### config.mk
export PLATFORM = sky130hd
export DESIGN_NAME = genius_playback
export DESIGN_NICKNAME = d
export VERILOG_FILES = /design/src/rtl/genius_pkg.sv /design/src/rtl/genius_phase_timer.sv /design/src/rtl/genius_playback.sv
export SDC_FILE = /design/constraint.sdc
export NUM_CORES = 1
export LEC_CHECK = 0
export ABC_CLOCK_PERIOD_IN_PS = 2200
export BUFFER_PORTS_ARGS = -buffer_cell sky130_fd_sc_hd__buf_2
export CAP_MARGIN = 20
export CORE_UTILIZATION = 43
export CTS_CLUSTER_DIAMETER = 40
export DETAILED_ROUTE_END_ITERATION = 12
export HOLD_SLACK_MARGIN = 0.02
export PLACE_DENSITY = 0.75
export SYNTH_ARGS = -nofsm -noshare
export SYNTH_HDL_FRONTEND = slang
export SYNTH_SLANG_ARGS = --single-unit
### constraint.sdc
create_clock -name clk -period 2.2 [get_ports clk]
set_clock_uncertainty 0.05 [all_clocks]
set_input_delay 0.66 -clock clk [delete_from_list [all_inputs] [get_ports clk]]
set_output_delay 0.66 -clock clk [all_outputs]
set_load 0.05 [all_outputs]
### src/rtl/genius_pkg.sv
// Shared types and constants for the Genius playback slice: FSM states,
// colour codes and the colour-to-LED one-hot decode.
package genius_pkg;

    typedef enum logic [2:0] {
        IDLE,
        FETCH,
        SHOW,
        GAP,
        DONE
    } state_e;

    localparam logic [1:0] COLOR_0 = 2'd0;
    localparam logic [1:0] COLOR_1 = 2'd1;
    localparam logic [1:0] COLOR_2 = 2'd2;

    localparam logic [2:0] LED_0   = 3'b001;
    localparam logic [2:0] LED_1   = 3'b010;
    localparam logic [2:0] LED_2   = 3'b100;
    localparam logic [2:0] LED_OFF = 3'b000;

    // Code 3 is not a colour and leaves all LEDs dark.
    function automatic logic [2:0] decode_led(input logic [1:0] colour);
        case (colour)
            COLOR_0: decode_led = LED_0;
            COLOR_1: decode_led = LED_1;
            COLOR_2: decode_led = LED_2;
            default: decode_led = LED_OFF;
        endcase
    endfunction

endpackage

### src/rtl/genius_phase_timer.sv
// Phase timer: up-counter with synchronous clear and a terminal-count flag
// that is high while the count equals the supplied limit.
module genius_phase_timer #(
    parameter int TMR_W = 8
) (
    input  logic             clk,
    input  logic             rst_n,
    input  logic             clear,
    input  logic [TMR_W-1:0] limit,
    output logic             tc
);

    logic [TMR_W-1:0] count_q;
    logic [TMR_W-1:0] count_d;

    always_comb begin
        count_d = clear ? '0 : count_q + 1'b1;
    end

    always_ff @(posedge clk or negedge rst_n) begin
        if (!rst_n) begin
            count_q <= '0;
        end else begin
            count_q <= count_d;
        end
    end

    assign tc = (count_q == limit);

endmodule

### src/rtl/genius_playback.sv
// Genius playback controller: walks the sequence store from index 0 to the
// latched level, lighting each colour for ON_CYCLES then a dark gap.
module genius_playback
    import genius_pkg::*;
#(
    parameter int ON_CYCLES  = 4,
    parameter int OFF_CYCLES = 2,
    parameter int IDX_W      = 4,
    parameter int TMR_W      = 8
) (
    input  logic             clk,
    input  logic             rst_n,
    input  logic             play,
    input  logic             abort,
    input  logic [IDX_W-1:0] level,
    input  logic [1:0]       current_number,
    output logic [IDX_W-1:0] sequence_count,
    output logic [2:0]       led,
    output logic             busy,
    output logic             done
);

    localparam logic [TMR_W-1:0] FETCH_LIM = TMR_W'(1);
    localparam logic [TMR_W-1:0] SHOW_LIM  = TMR_W'(ON_CYCLES - 1);
    localparam logic [TMR_W-1:0] GAP_LIM   = TMR_W'(OFF_CYCLES - 1);

    state_e           state_q, state_d;
    logic [IDX_W-1:0] seq_q, seq_d;
    logic [IDX_W-1:0] lvl_q, lvl_d;
    logic [2:0]       led_q, led_d;
    logic             busy_q, busy_d;
    logic             done_q, done_d;

    logic             tmr_clear;
    logic [TMR_W-1:0] tmr_limit;
    logic             tmr_tc;

    genius_phase_timer #(
        .TMR_W (TMR_W)
    ) u_timer (
        .clk   (clk),
        .rst_n (rst_n),
        .clear (tmr_clear),
        .limit (tmr_limit),
        .tc    (tmr_tc)
    );

    always_comb begin
        state_d = state_q;
        seq_d   = seq_q;
        lvl_d   = lvl_q;
        led_d   = led_q;

        case (state_q)
            IDLE: begin
                if (play) begin
                    lvl_d   = level;
                    seq_d   = '0;
                    state_d = FETCH;
                end
            end
            FETCH: begin
                if (tmr_tc) begin
                    led_d   = decode_led(current_number);
                    state_d = SHOW;
                end
            end
            SHOW: begin
                if (tmr_tc) begin
                    led_d   = LED_OFF;
                    state_d = GAP;
                end
            end
            GAP: begin
                if (tmr_tc) begin
                    if (seq_q == lvl_q) begin
                        state_d = DONE;
                    end else begin
                        seq_d   = seq_q + 1'b1;
                        state_d = FETCH;
                    end
                end
            end
            DONE:    state_d = IDLE;
            default: state_d = IDLE;
        endcase

        // Abort overrides whatever the state logic decided, play included.
        if (abort) begin
            state_d = IDLE;
            led_d   = LED_OFF;
            seq_d   = seq_q;
            lvl_d   = lvl_q;
        end

        busy_d = (state_d == FETCH) || (state_d == SHOW) || (state_d == GAP);
        done_d = (state_d == DONE);

        tmr_clear = (state_d != state_q) || (state_q == IDLE);

        case (state_q)
            FETCH:   tmr_limit = FETCH_LIM;
            SHOW:    tmr_limit = SHOW_LIM;
            GAP:     tmr_limit = GAP_LIM;
            default: tmr_limit = '0;
        endcase
    end

    always_ff @(posedge clk or negedge rst_n) begin
        if (!rst_n) begin
            state_q <= IDLE;
            seq_q   <= '0;
            lvl_q   <= '0;
            led_q   <= LED_OFF;
            busy_q  <= 1'b0;
            done_q  <= 1'b0;
        end else begin
            state_q <= state_d;
            seq_q   <= seq_d;
            lvl_q   <= lvl_d;
            led_q   <= led_d;
            busy_q  <= busy_d;
            done_q  <= done_d;
        end
    end

    assign sequence_count = seq_q;
    assign led            = led_q;
    assign busy           = busy_q;
    assign done           = done_q;

endmodule

==> impl_results.md <==
- Syn avg cell area: 10.1 um^2
- Antenna Cells: 0
- Remaining global-route overflow: 0
- Seq/Total Area, Yosys: 0.455
- TritonCTS Buffers: 3
- RSZ-0062 raised after global routing: no
- Peak Freq: 504 MHz
- Final Cycle Share: 0.903
- WP data arrival: 2.16 ns
- Top sig layer: met4
- DR DRC count: 3
- Final nets: 163
- Worst Path Required: 2.37 ns
- Pleak: 0.691 nW
- Failing checks: DRC
- PwrDens: 883 nW/um^2
- Crit path kind: reg -> reg
- Fillers: 254
- Final std cells w/o fill: 181
- Least-Margin Pin Slew: 0.535 ns
- Clock sinks: 24
- CTS root buf: clkbuf_4
- P&R area growth vs syn: 11.9%
- Commonest non-fill, non-tap cell in the layout: dfrtp_1
- DRT met1 WL: 1160 um
- Worst R2R Setup Slack: 0.21 ns
- VDD IR max: 0.661 mV
- First-pass GRT wire length: 4440 um
- Core ar.: 2830 um^2
- # rows: 19
- CP Max Fanout: 5
- FF/Latch Area: 601 um^2
- Sw Pwr: 0.000522 W
- Footprint of the multi-input gates: 691 um^2
- Flop pwr share: 0.460
- Post-synthesis register bit count: 24
- H-tree lvl count: 1
- Die W: 57.4 um
- Antenna-violating nets left: 0
- Gate power share: 0.361
- Total internal power: 0.000784 W
- Reg2reg start: u_timer.count_q[6]
- Max-cap viol count: 0
- Clk pwr share: 0.178
- Final Slew Violations: 0
- Yosys warns: 0
- Metal3 WL: 114 um
- Relative slew slack: 0.643
- Worst-case reg-to-reg path depth: 5
- Largest net degree at the start of global routing: 25
- Final worst path period need: 1.99 ns
- Clk pin slew, worst setup/hold paths: 0.14 ns
- Via count: 1033
- Die footprint: 3300 um^2
- CTS resizes: 0
- CP Capture Type: register
- Worst setup path start: u_timer.count_q[6]
- Hold Path Class: in -> async
- Initial core utilization: 0.467
- DRT Pass-1 Iters: 8
- Post-CTS Setup Repair Bufs: 0
- Routed wire length: 2500 um
- Initial DRC count: 32
- Post-Syn Instances: 131
- Async set-reset flop share out of synthesis: 1.00
- CTS tree: yes
- WL/cell: 13.8 um
- Setup violators final: 0
- Status: finished, violations left
- Final Hold Fails: 0
- CTS max path bufs: 2
- Initial antenna violation count: 0
- Tot GR Track Use: 0.173
- Die Ht: 57.4 um
- Placed Cells: 177
- Port Buf Inserts: 18
- Syn nets: 143
- Total I/O pin count: 19
- CTS hold repair buffers: 0
- EDFF count, synth: 0
- Vias in the first global route: 1035
- Via-to-Cell Ratio: 5.71
- Share of cells above drive strength 1: 0.247
- Sw Ratio: 0.400
- Detail Placement HPWL: 1850 um
- Library cells used by synthesis: 38
- Top_reg_cell synth: dfrtp_1
- Reg-to-reg endpoint: sequence_count[3]
- Worst-skew pair later-pin latency: 0.32 ns
- Most frequent cells in the layout: 24 x dfrtp_1, 19 x nor2_1, 18 x buf_2
- Startpoint types: register
- TNS Setup: 0 ns
- Synth Cell Area: 1320 um^2
- Met2 wire len: 1210 um
- RePlAce Congestion: 0.836
## layout make-up
cell class / instances / share of cell area
Timing Repair Buffer: 20 / 0.0711
Multi-Input combinational cell: 100 / 0.467
Tap cell: 31 / 0.0262
Inverter: 2 / 0.00508
Clock buffer: 4 / 0.0245
Sequential cell: 24 / 0.406
## power by group through the flow
| stage | Clock (W) | Sequential, W | Combinational (W) |
|---|---|---|---|
| 4_1_cts | 0.000241 | 0.000602 | 0.000477 |
| 2_1_floorplan | 0 | 0.000693 | 0.000264 |
| 3_5_place_dp | 0 | 0.000612 | 0.000475 |
| 5_1_grt | 0.000258 | 0.000618 | 0.000521 |
| 3_3_place_gp | 0 | 0.000605 | 0.000460 |
| 6_report | 0.000233 | 0.000602 | 0.000472 |
## metrics by stage
step	total power (W)	util	hold WS (ns)	worst slack, ns	area, um^2
global route	0.00140	0.523	0.281	0.0535	1480
global placement	0.00107	0.510	0.462	0.268	1440
CTS	0.00132	0.523	0.266	0.206	1480
floorplan	0.000957	-	0.314	0.0540	1320
detailed placement	0.00109	0.510	0.460	0.222	1440
finish	0.00131	0.523	0.250	0.214	1480
## worst max-delay path by stage
stage | slack [ns] | to | cells after the start
after CTS | 0.21 | sequence_count[3] | 5
final | 0.21 | sequence_count[3] | 5
after global placement | 0.27 | sequence_count[3] | 5
after detailed placement | 0.22 | sequence_count[3] | 5
after floorplan | 0.05 | sequence_count[3] | 5
after global routing | 0.05 | sequence_count[3] | 5
## synth_stat cells (2+ instances only)
cell | instances | area share
clkbuf_1 | 2 | 0.0057
mux2_2 | 4 | 0.034
inv_1 | 2 | 0.0057
o21ai_2 | 2 | 0.013
nand4_1 | 2 | 0.0095
and3_1 | 3 | 0.014
buf_2 | 3 | 0.011
a31oi_1 | 2 | 0.0095
a21oi_1 | 5 | 0.019
nor4_1 | 2 | 0.0095
nand2b_1 | 4 | 0.019
a2111o_1 | 2 | 0.017
nand3_1 | 11 | 0.042
nor3_1 | 2 | 0.0076
nor2b_1 | 3 | 0.014
dfrtp_1 | 24 | 0.45
nand4b_1 | 2 | 0.013
nand2_1 | 7 | 0.020
xor2_1 | 10 | 0.066
nor2_1 | 19 | 0.054
ha_1 | 2 | 0.019
mux2i_1 | 2 | 0.015
## cells by family (layout without fill, tap and decap cells)
logic type | Yosys count | after routing | synth area share
and+or+nand+nor | 62 | 62 | 0.257
muxes | 6 | 6 | 0.0492
adders and majority gates | 2 | 2 | 0.0189
xor gates and xnor gates | 11 | 11 | 0.0729
DFF | 24 | 24 | 0.455
buffers and inverters | 7 | 26 | 0.0227
AOI/OAI and AO/OA | 19 | 19 | 0.125
## flip-flops by register name (all words and copies together), names as in the netlist
name	cells
sequence_count	4
led	3
done	1
busy	1
lvl_q	4
u_timer.count_q	8
state_q	3
## layer usage
layer / vias to the layer above / track usage
met4: 0 / 0.0767
li1: 507 / -
met3: 2 / 0.0249
met5: - / 0
met1: 502 / 0.221
met2: 22 / 0.291
## critical path, cell delays in order, from the launching register on
cell and delay [ns]:
dfrtp_1 0.45, nor4_4 0.36, nand2_2 0.14, a2111oi_4 0.46, a41oi_1 0.16, a211o_1 0.28
Note: power is estimated with default switching activity, not from simulation.
